--- src/rtl/vga_capture_pkg.sv ---
// Shared timing defaults, checker state encoding and CRC constants for the VGA capture block.
package vga_capture_pkg;

  localparam int DEF_H_TOTAL  = 800;
  localparam int DEF_H_SYNC   = 96;
  localparam int DEF_H_START  = 144;
  localparam int DEF_H_ACTIVE = 640;
  localparam int DEF_V_TOTAL  = 525;
  localparam int DEF_V_START  = 35;
  localparam int DEF_V_ACTIVE = 480;
  localparam bit DEF_SYNC_POL = 1'b0;

  // Internal counter width; leaves headroom above H_TOTAL for the saturated runaway value.
  localparam int CW = 12;

  typedef enum logic [1:0] {SEARCH, TRACK, LOCKED} state_t;

  localparam logic [15:0] CRC_POLY = 16'h1021;
  localparam logic [15:0] CRC_INIT = 16'hFFFF;

endpackage

--- src/rtl/vga_crc16.sv ---
// Running CRC-16-CCITT over 12-bit pixels, MSB first; only built when VGA_CAPTURE_CRC_EN is defined.
module vga_crc16
  import vga_capture_pkg::*;
(
  input  logic        clk,
  input  logic        rst,
  input  logic        init,
  input  logic        en,
  input  logic [11:0] data,
  output logic [15:0] crc
);

  logic [15:0] crc_next;
  logic        fb;

  always_comb begin
    crc_next = crc;
    fb       = 1'b0;
    for (int i = 11; i >= 0; i--) begin
      fb       = crc_next[15] ^ data[i];
      crc_next = {crc_next[14:0], 1'b0} ^ (fb ? CRC_POLY : 16'h0000);
    end
  end

  always_ff @(posedge clk) begin
    if (rst || init) begin
      crc <= CRC_INIT;
    end else if (en) begin
      crc <= crc_next;
    end
  end

endmodule

--- src/rtl/vga_capture.sv ---
// VGA receive side: recovers pixel coordinates, checks sync timing and reports per-frame status.
// Optional frame CRC enabled by defining VGA_CAPTURE_CRC_EN.
module vga_capture
  import vga_capture_pkg::*;
#(
  parameter int H_TOTAL  = DEF_H_TOTAL,
  parameter int H_SYNC   = DEF_H_SYNC,
  parameter int H_START  = DEF_H_START,
  parameter int H_ACTIVE = DEF_H_ACTIVE,
  parameter int V_TOTAL  = DEF_V_TOTAL,
  parameter int V_START  = DEF_V_START,
  parameter int V_ACTIVE = DEF_V_ACTIVE,
  parameter bit SYNC_POL = DEF_SYNC_POL
) (
  input  logic        clk,
  input  logic        rst,
  input  logic        pix_en,
  input  logic        VGA_HS,
  input  logic        VGA_VS,
  input  logic [3:0]  VGA_R,
  input  logic [3:0]  VGA_G,
  input  logic [3:0]  VGA_B,
  output logic        pix_valid,
  output logic [9:0]  pix_x,
  output logic [9:0]  pix_y,
  output logic [11:0] pix_rgb,
  output logic        frame_done,
  output logic [15:0] frame_cnt,
  output logic        locked,
  output logic        timing_err,
  output logic [7:0]  err_cnt,
  output logic [15:0] frame_crc
);

  localparam logic [CW-1:0] HT   = CW'(H_TOTAL);
  localparam logic [CW-1:0] HSY  = CW'(H_SYNC);
  localparam logic [CW-1:0] HST  = CW'(H_START);
  localparam logic [CW-1:0] HEND = CW'(H_START + H_ACTIVE);
  localparam logic [CW-1:0] VT   = CW'(V_TOTAL);
  localparam logic [CW-1:0] VST  = CW'(V_START);
  localparam logic [CW-1:0] VEND = CW'(V_START + V_ACTIVE);

  state_t        state;
  logic          hs_prev, vs_prev, armed;
  logic [CW-1:0] h_cnt, v_cnt;
  logic          hs_a, vs_a, hs_edge, hs_deassert, vs_edge;
  logic [CW-1:0] h_inc, h_now, v_now;
  logic          viol, active, capture, frame_ok;

  // h_cnt/v_cnt hold the coordinate of the previous tick; h_now/v_now are this tick's.
  always_comb begin
    hs_a        = (VGA_HS == SYNC_POL);
    vs_a        = (VGA_VS == SYNC_POL);
    hs_edge     = hs_a && !hs_prev;
    hs_deassert = !hs_a && hs_prev;
    vs_edge     = vs_a && !vs_prev;
    h_inc       = h_cnt + CW'(1);
    h_now       = hs_edge ? '0 : ((h_cnt == HT) ? HT : h_inc);
    v_now       = v_cnt;
    if (hs_edge) begin
      v_now = (armed || vs_edge) ? '0 : v_cnt + CW'(1);
    end
    viol = (state != SEARCH) &&
           ((hs_edge && (h_inc != HT)) ||
            (!hs_edge && (h_inc == HT)) ||
            (hs_deassert && (h_inc != HSY)) ||
            (vs_edge && (v_cnt + CW'(1) != VT)));
    active   = (h_now >= HST) && (h_now < HEND) && (v_now >= VST) && (v_now < VEND);
    capture  = (state == LOCKED) && !viol && active;
    frame_ok = (state == LOCKED) && vs_edge && !viol;
  end

  assign locked = (state == LOCKED);

  always_ff @(posedge clk) begin
    if (rst) begin
      state      <= SEARCH;
      hs_prev    <= 1'b0;
      vs_prev    <= 1'b0;
      armed      <= 1'b0;
      h_cnt      <= '0;
      v_cnt      <= '0;
      pix_valid  <= 1'b0;
      pix_x      <= '0;
      pix_y      <= '0;
      pix_rgb    <= '0;
      frame_done <= 1'b0;
      frame_cnt  <= '0;
      timing_err <= 1'b0;
      err_cnt    <= '0;
    end else begin
      pix_valid  <= 1'b0;
      frame_done <= 1'b0;
      timing_err <= 1'b0;
      if (pix_en) begin
        hs_prev <= hs_a;
        vs_prev <= vs_a;
        h_cnt   <= h_now;
        v_cnt   <= v_now;
        if (hs_edge) begin
          armed <= 1'b0;
        end else if (vs_edge) begin
          armed <= 1'b1;
        end
        if (capture) begin
          pix_valid <= 1'b1;
          pix_x     <= 10'(h_now - HST);
          pix_y     <= 10'(v_now - VST);
          pix_rgb   <= {VGA_R, VGA_G, VGA_B};
        end
        // A violation always wins over the VS-driven state advance on the same tick.
        if (viol) begin
          state      <= SEARCH;
          timing_err <= 1'b1;
          if (err_cnt != 8'hFF) begin
            err_cnt <= err_cnt + 8'd1;
          end
        end else if (vs_edge) begin
          case (state)
            SEARCH:  state <= TRACK;
            TRACK:   state <= LOCKED;
            default: begin
              frame_done <= 1'b1;
              frame_cnt  <= frame_cnt + 16'd1;
            end
          endcase
        end
      end
    end
  end

`ifdef VGA_CAPTURE_CRC_EN
  logic [15:0] crc_run;

  vga_crc16 u_crc (
    .clk  (clk),
    .rst  (rst),
    .init (pix_en && vs_edge),
    .en   (pix_en && capture),
    .data ({VGA_R, VGA_G, VGA_B}),
    .crc  (crc_run)
  );

  always_ff @(posedge clk) begin
    if (rst) begin
      frame_crc <= '0;
    end else if (pix_en && frame_ok) begin
      frame_crc <= crc_run;
    end
  end
`else
  assign frame_crc = 16'h0000;
`endif

endmodule
--- config.mk ---
export PLATFORM = sky130hd
export DESIGN_NAME = vga_capture
export DESIGN_NICKNAME = d
export VERILOG_FILES = /design/src/rtl/vga_capture_pkg.sv /design/src/rtl/vga_crc16.sv /design/src/rtl/vga_capture.sv
export SDC_FILE = /design/constraint.sdc
export NUM_CORES = 1
export LEC_CHECK = 0
export CORE_ASPECT_RATIO = 2
export CORE_MARGIN = 3
export CORE_UTILIZATION = 35
export CTS_CLUSTER_DIAMETER = 200
export CTS_CLUSTER_SIZE = 30
export DETAILED_ROUTE_END_ITERATION = 6
export DONT_BUFFER_PORTS = 1
export MAX_ROUTING_LAYER = met4
export PLACE_DENSITY = 0.51
export SLEW_MARGIN = 5
export SYNTH_ARGS = -nofsm -noshare
export SYNTH_HDL_FRONTEND = slang
export SYNTH_SLANG_ARGS = --single-unit
--- constraint.sdc ---
create_clock -name clk -period 3.1 [get_ports clk]
set_input_delay 0.62 -clock clk [delete_from_list [all_inputs] [get_ports clk]]
set_output_delay 0.62 -clock clk [all_outputs]
set_load 0.05 [all_outputs]
==> qor.txt <==
CP Class = flip-flop to flip-flop
outcome = finished, final reports clean
final core occ = 41.56%
Max Root-Sink Buffers = 2
YS warnings = 0
Slew @ Worst Pin = 0.7711 ns
core area = 14510 µm²
die area = 16550 µm²
Worst Hold Class = primary input to flip-flop
initial core utilization = 36.09%
I/O Buffers = 0
CP required = 3.38 ns
antenna cells = 0
Die H = 179.0 µm
Critical Path Sink Type = flip-flop
Routed wire per std cell = 18.14 µm
Final Cycle Share = 94.62%
Pre-antenna DRT Iters = 4
H-tree Lvls = 3
number of synthesized register bits = 88
Final Non-Filler Cells = 899
synth unique cells = 66
Clock Skew = 0.01206 ns
peak fanout along the critical path = 26
area leader, netlist = dfxtp_1
Synth Cell Area = 5235 µm²
# rows = 62
final WL = 16.31 mm
initial antenna violation count = 0
final setup margin = 0.1669 ns
ANT nets after route = 0
clock sink count = 88
CP arrival = 3.21 ns
clk slew on worst S/H paths = 0.07 ns
Fin Setup TNS = 0 ns
Total Power = 2.465 mW
clock latency on the worst-skew pair = 0.35 ns
Final HPWL DP = 12.05 mm
layout cells sized above 1 = 15.13%
RD Place Congestion = 0.8743
post-synthesis sequential area ratio = 33.65%
Syn Inst Count = 680
leakage = 2.162 nW
share of Yosys cell area claimed by the top area cell type = 33.65%
largest net degree at the start of global routing = 81
pre-CTS setup slack = -0.004420 ns
Period minus WS final = 2.933 ns
die width = 92.48 µm
fmax = 340.9 MHz
Slew HR = 48.59%
RSZ-0062 raised after global routing = yes
Clock Tree Root = clkbuf_16
vias per cell = 5.734
vias in the first global route = 4925
first-pass GRT wire length = 25.59 mm
Ports = 93
# setup viols final = 0
Vias = 5155
syn avg cell area = 7.699 µm²
DR iter-0 viols = 322
asr flop ratio synth = 0%
worst vdd ir = 0.2541 mV
Fin. Hold Viols = 0
DRC violations left = 0
crit path launch type = flip-flop
Hold-fix buffers, CTS = 0
Max Cap Viol = 0
synth top area cells = dfxtp_1, a21oi_1, o21ai_0
nets@finish = 728
Post-synth EDFFs = 0
Area Growth Syn to Fin = 15.18%
Final Slew Violations = 0
TritonCTS clock tree = built
placed cells = 881
most frequently used flop master after synthesis = dfxtp_1
pwr/cell area = 408.9 nW/µm²
Num CTS Buffers = 9
total grt overflow = 0
global-route usage over all layers = 20.03%
==> metrics by stage <==
stage                     hold WS (ns)  cell area, µm²
after floorplan                 0.4624            5303
after global placement          0.4826            5682
after detailed placement        0.4967            5682
after CTS                       0.3271            5982
after global routing            0.3259            6030
final                           0.3324            6030
==> synth_stat cells (3+ instances only) <==
library cell and instances:
buf_4 21, a31o_2 3, o311a_1 3, nor3_1 18
nand2b_1 4, nand2_1 35, and4_1 7, o31ai_1 18
and3_1 10, xor2_1 11, nand3_1 50, nand4_1 15
a211oi_1 5, buf_2 12, xnor2_1 10, a22oi_1 3
mux2i_1 6, nor2b_1 8, a311oi_1 3, dfxtp_1 88
or3_1 19, o211ai_1 3, or4_1 10, nor2_1 48
a31oi_1 3, ha_1 9, nor3b_1 3, clkbuf_1 33
a21o_1 4, and2_1 3, a21oi_1 78, o21ai_0 72
inv_1 24
==> registers in the layout, summed over array words and instances, names as in the netlist <==
| name | flops |
|---|---|
| timing_err | 1 |
| state | 2 |
| pix_valid | 1 |
| pix_rgb | 12 |
| err_cnt | 8 |
| frame_done | 1 |
| frame_cnt | 16 |
| vs_prev | 1 |
| armed | 1 |
| v_cnt | 12 |
| hs_prev | 1 |
| pix_x | 10 |
| h_cnt | 12 |
| pix_y | 10 |
==> per-layer routing <==
layer,global-route usage (%),wire length [µm],share of wire (%),vias up
met5,-,0,0,-
met4,9.926,634,3.9,0
met3,4.326,801,4.9,42
met2,36.22,8895,55,143
met1,20.08,5977,37,2463
li1,-,-,-,2507
==> worst paths after layout <==
kind / startpoint / endpoint / slack [ns] / depth (start not counted)
worst max-delay path: v_cnt[1] / frame_cnt[11] / 0.17 / 10
worst min-delay path: rst / v_cnt[4] / 0.33 / 1
worst max register to register: v_cnt[1] / frame_cnt[11] / 0.17 / 10
worst min register to register: state[0] / state[0] / 0.51 / 2
==> power breakdown <==
part,internal (mW),switching [mW],total (mW)
clock network,0.571,0.544,1.11
logic,0.0567,0.147,0.203
registers,1.14,0.0111,1.15
==> final cells by class <==
| type | instances | area (µm²) |
|---|---|---|
| Sequential cell | 88 | 1764 |
| Timing Repair Buffer | 64 | 521.8 |
| Inverter | 24 | 90.09 |
| Multi-Input combinational cell | 515 | 3113 |
| Clock buffer | 9 | 225.2 |
| Clock inverter | 7 | 75.07 |
| Tap cell | 192 | 240.2 |
| Fill cell | 1511 | 8477 |
==> kinds of logic (layout without fill, tap and decap cells) <==
group | count (synthesis) | in the layout | synth area share, %
simple gates | 244 | 244 | 24.95
compound gates | 218 | 218 | 25.62
buf+inv | 92 | 104 | 8.676
flops | 88 | 88 | 33.65
xor+xnor | 21 | 21 | 3.513
fa+ha+maj | 9 | 9 | 2.151
mux | 7 | 7 | 1.362
other cells | 1 | 16 | 0.07163
==> worst max-delay path, cell delays in order, from the launching register on <==
cell and delay, ns:
dfxtp_1 0.37, ha_1 0.21, and4_1 0.26, and3_1 0.22, or3_1 0.34, a21oi_1 0.16, o311a_2 0.28, nand4_2 0.15
buf_12 0.21, or4_1 0.50, a21oi_1 0.16
==> timing repair <==
action	in CTS	in global routing
resized for setup	0	11
setup buffers	0	2
endpoints found under the setup margin	0	45
==> cells in the final DEF (no fill, tap or decap), drive strengths merged, types with 4 or more instances in the layout <==
cell    Yosys  final
nor3       18     18
o31ai      18     18
and4        7      7
xnor2      10     10
o21ai      72     72
o311a       4      4
conb        1     16
nor2       49     49
a21oi      78     78
inv        24     27
xor2       11     11
nand3      50     50
dfxtp      88     88
nor2b       8      8
or4        11     11
nand2      36     36
nand4      17     17
and3       10     10
clkbuf     33      9
a22oi       4      4
mux2i       6      6
or3        19     19
a211oi      5      5
ha          9      9
buf        35     64
a21o        4      4
nand2b      4      4
Note: power is estimated with default switching activity, not from simulation.
